**src/rtl/sdram_arb_pkg.sv**
```systemverilog
// Shared types and defaults for the sdram command arbiter.
package sdram_arb_pkg;

  localparam int ROW_W_DEF  = 14;
  localparam int BANK_W_DEF = 2;
  localparam int DATA_W     = 16;

  typedef enum logic [1:0] {
    IDLE     = 2'd0,
    ISSUE    = 2'd1,
    WAIT_END = 2'd2
  } state_t;

  localparam logic OWN_WR = 1'b0;
  localparam logic OWN_RD = 1'b1;

endpackage

```
**src/rtl/sdram_arb_timer.sv**
```systemverilog
// WAIT_END watchdog: counts cycles while running, flags the last allowed cycle.
module sdram_arb_timer #(
  parameter int TIMEOUT_CYC = 4096
) (
  input  logic i_clock_100,
  input  logic i_reset,
  input  logic i_clear,
  input  logic i_run,
  output logic o_expired
);

  localparam int CNT_W = (TIMEOUT_CYC > 2) ? $clog2(TIMEOUT_CYC) : 1;

  logic [CNT_W-1:0] r_count;

  // NOTE: sequential state uses non-blocking assignment so every flop samples pre-edge values.
  always_ff @(posedge i_clock_100) begin
    if (i_reset || i_clear) begin
      r_count <= '0;
    end else if (i_run && !o_expired) begin
      r_count <= r_count + 1'b1;
    end
  end

  assign o_expired = i_run && (r_count == CNT_W'(TIMEOUT_CYC - 1));

endmodule

```
**src/rtl/sdram_arbiter.sv**
```systemverilog
// Two-requester sdram command arbiter (writer priority, reader anti-starvation).
// Optional WAIT_END watchdog enabled by defining SDRAM_ARB_TIMEOUT_EN.
module sdram_arbiter
  import sdram_arb_pkg::*;
#(
  parameter int ROW_W       = ROW_W_DEF,
  parameter int BANK_W      = BANK_W_DEF,
  parameter int STARVE_MAX  = 8,
  parameter int TIMEOUT_CYC = 4096
) (
  input  logic              i_clock_100,
  input  logic              i_reset,
  input  logic              i_wr_req,
  input  logic [BANK_W-1:0] i_wr_bank,
  input  logic [ROW_W-1:0]  i_wr_row,
  output logic              o_wr_grant,
  output logic              o_wr_done,
  input  logic              i_rd_req,
  input  logic [BANK_W-1:0] i_rd_bank,
  input  logic [ROW_W-1:0]  i_rd_row,
  output logic              o_rd_grant,
  output logic              o_rd_done,
  output logic [DATA_W-1:0] o_rd_data,
  output logic              o_rd_data_valid,
  output logic              o_sd_req_write,
  output logic              o_sd_req_read,
  output logic [BANK_W-1:0] o_sd_bank,
  output logic [ROW_W-1:0]  o_sd_row,
  input  logic              i_sd_data_out_valid,
  input  logic              i_sd_end_operation,
  input  logic [DATA_W-1:0] i_sd_data_out,
  output logic              o_busy,
  output logic              o_owner,
  output logic              o_timeout_err
);

  localparam int STV_W = $clog2(STARVE_MAX + 1);

  state_t             r_state, w_next_state;
  logic               w_start, w_finish, w_pick_rd, w_expired;
  logic [STV_W-1:0]   r_starve;
  logic               r_wr_grant, r_rd_grant, r_wr_done, r_rd_done;
  logic               r_busy, r_owner, r_rd_data_valid;
  logic [BANK_W-1:0]  r_sd_bank;
  logic [ROW_W-1:0]   r_sd_row;
  logic [DATA_W-1:0]  r_rd_data;

  // Reader only beats a pending writer once it has been passed over STARVE_MAX times.
  assign w_pick_rd = i_rd_req && (!i_wr_req || (r_starve == STV_W'(STARVE_MAX)));

  // NOTE: every always_comb output gets a default first so no path can infer a latch.
  always_comb begin
    w_next_state = r_state;
    w_start      = 1'b0;
    w_finish     = 1'b0;
    case (r_state)
      IDLE: begin
        if (i_wr_req || i_rd_req) begin
          w_next_state = ISSUE;
          w_start      = 1'b1;
        end
      end
      ISSUE:    w_next_state = WAIT_END;
      WAIT_END: begin
        if (i_sd_end_operation || w_expired) begin
          w_next_state = IDLE;
          w_finish     = 1'b1;
        end
      end
      default:  w_next_state = IDLE;
    endcase
  end

  always_ff @(posedge i_clock_100) begin
    if (i_reset) begin
      r_state         <= IDLE;
      r_starve        <= '0;
      r_wr_grant      <= 1'b0;
      r_rd_grant      <= 1'b0;
      r_wr_done       <= 1'b0;
      r_rd_done       <= 1'b0;
      r_busy          <= 1'b0;
      r_owner         <= OWN_WR;
      r_sd_bank       <= '0;
      r_sd_row        <= '0;
      r_rd_data_valid <= 1'b0;
      r_rd_data       <= '0;
    end else begin
      r_state    <= w_next_state;
      r_busy     <= (w_next_state != IDLE);
      r_wr_grant <= w_start && !w_pick_rd;
      r_rd_grant <= w_start && w_pick_rd;
      r_wr_done  <= w_finish && (r_owner == OWN_WR);
      r_rd_done  <= w_finish && (r_owner == OWN_RD);
      if (w_start) begin
        r_owner   <= w_pick_rd ? OWN_RD : OWN_WR;
        r_sd_bank <= w_pick_rd ? i_rd_bank : i_wr_bank;
        r_sd_row  <= w_pick_rd ? i_rd_row : i_wr_row;
        if (w_pick_rd || !i_rd_req) begin
          r_starve <= '0;
        end else if (r_starve != STV_W'(STARVE_MAX)) begin
          r_starve <= r_starve + 1'b1;
        end
      end
      r_rd_data_valid <= (r_state != IDLE) && (r_owner == OWN_RD) && i_sd_data_out_valid;
      if ((r_state != IDLE) && (r_owner == OWN_RD) && i_sd_data_out_valid) begin
        r_rd_data <= i_sd_data_out;
      end
    end
  end

`ifdef SDRAM_ARB_TIMEOUT_EN
  logic r_timeout_err;

  sdram_arb_timer #(.TIMEOUT_CYC(TIMEOUT_CYC)) u_timer (
    .i_clock_100 (i_clock_100),
    .i_reset     (i_reset),
    .i_clear     (r_state == ISSUE),
    .i_run       (r_state == WAIT_END),
    .o_expired   (w_expired)
  );

  // A coincident end_operation counts as a normal completion, not a timeout.
  always_ff @(posedge i_clock_100) begin
    if (i_reset) begin
      r_timeout_err <= 1'b0;
    end else if ((r_state == WAIT_END) && w_expired && !i_sd_end_operation) begin
      r_timeout_err <= 1'b1;
    end
  end

  assign o_timeout_err = r_timeout_err;
`else
  logic w_timeout_unused;

  assign w_expired        = 1'b0;
  assign w_timeout_unused = (TIMEOUT_CYC == 0);
  assign o_timeout_err    = 1'b0;
`endif

  assign o_wr_grant      = r_wr_grant;
  assign o_rd_grant      = r_rd_grant;
  assign o_sd_req_write  = r_wr_grant;
  assign o_sd_req_read   = r_rd_grant;
  assign o_wr_done       = r_wr_done;
  assign o_rd_done       = r_rd_done;
  assign o_busy          = r_busy;
  assign o_owner         = r_owner;
  assign o_sd_bank       = r_sd_bank;
  assign o_sd_row        = r_sd_row;
  assign o_rd_data_valid = r_rd_data_valid;
  assign o_rd_data       = r_rd_data;

endmodule

```
**config.mk**
```make
export PLATFORM = sky130hd
export DESIGN_NAME = sdram_arbiter
export DESIGN_NICKNAME = d
export VERILOG_FILES = /design/src/rtl/sdram_arb_pkg.sv /design/src/rtl/sdram_arb_timer.sv /design/src/rtl/sdram_arbiter.sv
export SDC_FILE = /design/constraint.sdc
export NUM_CORES = 1
export LEC_CHECK = 0
export ABC_AREA = 0
export BUFFER_PORTS_ARGS = -buffer_cell sky130_fd_sc_hd__buf_2
export CORE_MARGIN = 4
export CORE_UTILIZATION = 39
export DETAILED_ROUTE_END_ITERATION = 7
export GPL_ROUTABILITY_DRIVEN = 1
export PLACE_DENSITY_LB_ADDON = 0.12
export SYNTH_ARGS = -nofsm -noshare
export SYNTH_HDL_FRONTEND = slang
export SYNTH_SLANG_ARGS = --single-unit
```
**constraint.sdc**
```tcl
create_clock -name i_clock_100 -period 1.68 [get_ports i_clock_100]
set_clock_uncertainty 0.1 [all_clocks]
set_input_delay 0.168 -clock i_clock_100 [delete_from_list [all_inputs] [get_ports i_clock_100]]
set_output_delay 0.168 -clock i_clock_100 [all_outputs]
set_load 0.01 [all_outputs]
```
### Word-level counts from Yosys, hierarchy flattened

Index checks and enable logic that the tools add are counted.

| operators by class | value |
|---|---|
| add/subtract/negate cells | 1 |
| equal/unequal tests | 4 |
| multiplexer cells | 12 |
| bitwise gates (word level) | 1 |
| reduce and logical (&&, ||, !) cells | 18 |

Operators by type and width:

| operator | number |
|---|---|
| two-way mux 14 bit | 1 |
| two-way mux 4 bit | 2 |
| logical AND 1 bit | 7 |
| two-way mux 2 bit | 3 |
| case mux 2 bit (3 select lines) | 1 |
| nonzero test 2 bit | 3 |
| two-way mux 1 bit | 5 |
| adder 4 x 1 -> 4 bit, second input constant | 1 |
| == test 4 bit, second input constant | 1 |
| inequality test 4 bit, second input constant | 1 |
| logical NOT 1 bit | 3 |
| logical OR 1 bit | 3 |
| == test 2 x 1 -> 1 bit, second input constant | 1 |
| == test 2 bit, second input constant | 1 |
| logical NOT 2 bit | 1 |
| AND reduction 2 bit | 1 |
| inverter 1 bit | 1 |

| word-level totals | value |
|---|---|
| register bits | 45 |
| input port bits | 54 |
| output and inout bits | 42 |
| word-level logic and storage cells | 48 |

### Logic depth before layout (Yosys ltp)

| logic depth | value |
|---|---|
| depth in word-level cells | 6 |
| depth in mapped cells | 8 |
| depth with buffers taken out | 6 |

### Least setup slack after synthesis

No wires, ideal clock.

| timing path | value |
|---|---|
| path kind | flip-flop to flip-flop |
| from | reg r_starve[0] |
| to | reg r_sd_row[10], in the netlist o_sd_row[10] |
| setup time | 0.114 ns |
| arrival time | 1.580 ns |
| data required time | 1.466 ns |
| slack | -0.114 ns |
| stages on the path, launching flop included | 9 |
| path buffers | 2 |
| period minus slack after synthesis | 1.794 ns |
| cell sequence | dfxtp_1 -> inv_1 -> ha_1 -> and3b_4 -> o211a_1 -> buf_6 -> buf_8 -> a22o_1 -> a21o_1 |

| on the way | value |
|---|---|
| cells in the longest elaborated chain, start to end | 4 |

Ends and longest elaborated chain:

| what | RTL line | RTL |
|---|---|---|
| start, declared | sdram_arbiter.sv:41 | `logic [STV_W-1:0] r_starve;` |
| start signal, assigned | sdram_arbiter.sv:102 | `r_starve <= r_starve + 1'b1;` |
| == test 4 bit | sdram_arbiter.sv:49 | `assign w_pick_rd = i_rd_req && (!i_wr_req \|\| (r_starve == STV_W'(STARVE_MAX)));` |
| logical OR 1 bit | sdram_arbiter.sv:49 |  |
| logical AND 1 bit | sdram_arbiter.sv:49 |  |
| two-way mux 14 bit | sdram_arbiter.sv:98 | `r_sd_row <= w_pick_rd ? i_rd_row : i_wr_row;` |
| end signal, assigned | sdram_arbiter.sv:98 |  |
| end, declared | sdram_arbiter.sv:45 | `logic [ROW_W-1:0] r_sd_row;` |

No other way between the ends.
A chain may end at the register's enable or synchronous reset.

### Final worst setup path

| timing path | value |
|---|---|
| from | reg r_starve[1] |
| to | reg r_sd_row[2], in the netlist o_sd_row[2] |

The elaborated chain is that of the path after synthesis.

==> impl_metrics.toml <==
[grt]
busiest_layer = "met2"
grt_overflow_total = 0
use_met3 = 0.0365
grt_max_degree = 26
grt_usage = 0.163
grt_pass1_vias = 1563
antenna_found_initial = 0
grt_pass1_wl_mm = 7.05
met1_usage = 0.207
grt_util_met2 = 0.274

[power_and_ir_drop]
powerDensity_nw_per_um2 = 891
ir_drop_uv = 704
leakage_nw = 1.35
p_total_mw = 2.33

[route]
routedWlPerCell_um = 12.6
first_iter_violations = 84
dr.pass1.iters = 6
ant_nets = 0
wl_mm = 4.46
via_per_inst = 4.69
vias = 1657
drc = 0

[setup_path]
worstSetupEndpointType = "flip-flop"
worst-path-buf-inv = 2
cp_top_family = "compound AO/OA/AOI/OAI gates"
cp_max_fo = 12
crit_arrival_ns = 1.77
crit_type = "flip-flop to flip-flop"
crit_required_ns = 1.76
crit_chain = "inv_2, ha_2, and3b_4, o211a_4, buf_12, a22o_2, a21o_1"
critPathLaunchType = "flip-flop"
cp.depth = 7
cp_slowest_cell = "dfxtp_2"
slowest_delay_ns = 0.33
reg2reg_depth = 7

[synthesis]
synth_area_leader_cell = "dfxtp_1"
synthFlopType = "dfxtp_1"
syn_avg_cell_area_sq_um = 9.40
syn_area_sq_um = 1730
yosys_register_bits = 45
async_flop_share = 0
ys_types = 32
synthTopCellsByArea = "dfxtp_1 (52%), nand2_1 (8.5%), a21o_1 (6.9%)"
synth_edf_count = 0
syn_inst = 184
synth_top_area_frac = 0.521
yosysSeqAreaShare = 0.521
yosys_warnings = 0
syn_nets = 240

[sta]
fmax_mhz = 594
hold_viol_final = 0
finalSetupViolCount = 3
period_share = 1.00
drv_slew = 0
tns_ns = -0.00568
setup_slack_ns = -0.00338
rsz0062_at_grt = "yes"
fin_crit_ns = 1.68

[worst_hold_path]
whs_path_depth = 3
hp-class = "input port to flip-flop"

[status]
run_status = "finished with violations"
failed_checks = "negative setup slack"

[layout]
drive_gt1_frac = 0.439
area_delta_synth_final_pct = 51.4
final_common_cell = "buf_2"
multi_input_area_sq_um = 738
final_cell_mix = "buf_2 (94), dfxtp_1 (43), nand2_1 (39), dlygate4sd3_1 (20), a21oi_1 (19)"
fin_nets = 358
fin_area_sq_um = 2620
fin_cells = 353
final-seq-area_sq_um = 903
fillers = 369
diodes = 0

[cts]
post-cts-setup-buffers = 0
cts_tree = "done"
cts_sinks = 45
clock_latency_ns = 0.29
h-tree-depth = 2
cts_buffers = 5
path_clk_slew_ns = 0.08
clockBufferDepth = 2
cts-root-buf = "clkbuf_8"

[placement]
gp_congestion = 0.731
port_buffers = 94
postPlaceCellArea_sq_um = 2290
preCtsSetupSlack_ns = -0.0295
placed_cells = 325
dp_hpwl_mm = 3.12

[floorplanning]
start_util = 0.417
dieArea_sq_um = 5560
boundaryPins = 96
die_y_um = 74.6
die_w_um = 74.6
core_area_sq_um = 4140
placementRows = 23

[flow_run]
maxCapViolCount = 0
-- sequential cells by signal, indices dropped and copies added, names as in the netlist --
name	cells
o_sd_bank	2
o_rd_grant	1
o_rd_data_valid	1
o_busy	1
o_sd_req_write	1
o_owner	1
o_sd_row	14
o_rd_done	1
o_wr_done	1
r_state	2
o_rd_data	16
r_starve	4
-- worst register-to-register path: cells and delay by family, from the launching register on --
family | cells | cell delay, ns
AOI/OAI and AO/OA | 3 | 0.63
DFF | 1 | 0.33
and+or+nand+nor | 1 | 0.18
buffers and inverters | 2 | 0.17
adders and majority gates | 1 | 0.16
-- cells in the mapped netlist (2+ instances only) --
library cell / number
dfxtp_1: 45
ha_1: 2
buf_2: 4
a21oi_2: 2
nand2_1: 39
a22o_2: 8
a21o_1: 16
buf_4: 4
or2_2: 2
clkbuf_1: 3
a21oi_1: 19
a22o_1: 8
nor2_1: 9
nand3_1: 2
inv_1: 4
-- worst paths after layout --
kind,start,endpoint,slack [ns]
setup reg to reg,r_starve[1]$_SDFFE_PP0P_,o_sd_row[2]$_SDFFE_PP0P_,-0.003
hold reg to reg,o_rd_data[1]$_SDFFE_PP0P_,o_rd_data[1]$_SDFFE_PP0P_,0.35
setup / recovery,r_starve[1]$_SDFFE_PP0P_,o_sd_row[2]$_SDFFE_PP0P_,-0.003
hold / removal,i_sd_data_out[4],o_rd_data[4]$_SDFFE_PP0P_,0.01
-- area by class of cell --
cell class                      count  share of cell area
Clock buffer                        7              0.0330
Tap cell                           50              0.0239
Inverter                            4             0.00573
Sequential cell                    45               0.345
Timing Repair Buffer              124               0.299
Multi-Input combinational cell    122               0.282
Clock inverter                      1              0.0115
-- layer usage --
layer	vias up	share of wire
met3	5	0.068
met1	736	0.44
met2	54	0.48
li1	862	-
met5	-	0
met4	0	0.010
-- cell families (layout without fill, tap and decap cells) --
| kind of cell | Yosys count | after routing | synth area share |
|---|---|---|---|
| multiplexers | 1 | 1 | 0.00579 |
| other | 1 | 1 | 0.00217 |
| AND/OR/NAND/NOR | 60 | 60 | 0.153 |
| adder cells (fa/ha/maj) | 2 | 2 | 0.0145 |
| AO/OA/AOI/OAI | 58 | 58 | 0.244 |
| flip-flops | 45 | 45 | 0.521 |
| buffers and inverters | 17 | 136 | 0.0593 |
-- power breakdown --
part / total [mW] / switching (mW) / internal, mW / leakage (nW)
clock: 0.817 / 0.332 / 0.485 / 0.0585
combinational: 0.361 / 0.164 / 0.196 / 0.928
sequential: 1.16 / 0.0317 / 1.12 / 0.368
total: 2.33 / 0.528 / 1.80 / 1.35
-- through the flow --
step | hold slack (ns) | util
after global routing | 0.0148 | 0.632
after detailed placement | 0.264 | 0.553
after CTS | 0.000442 | 0.631
after floorplan | 0.178 | -
after global placement | 0.262 | 0.553
final | 0.0112 | 0.632
-- what timing repair did --
action / 4_1_cts / 5_1_grt
pin swaps: 1 / 0
endpoints found under the hold margin: 20 / 0
hold buffers: 20 / 0
endpoints found under the setup margin: 12 / 14
resized for setup: 1 / 1
Note: power is estimated with default switching activity, not from simulation.
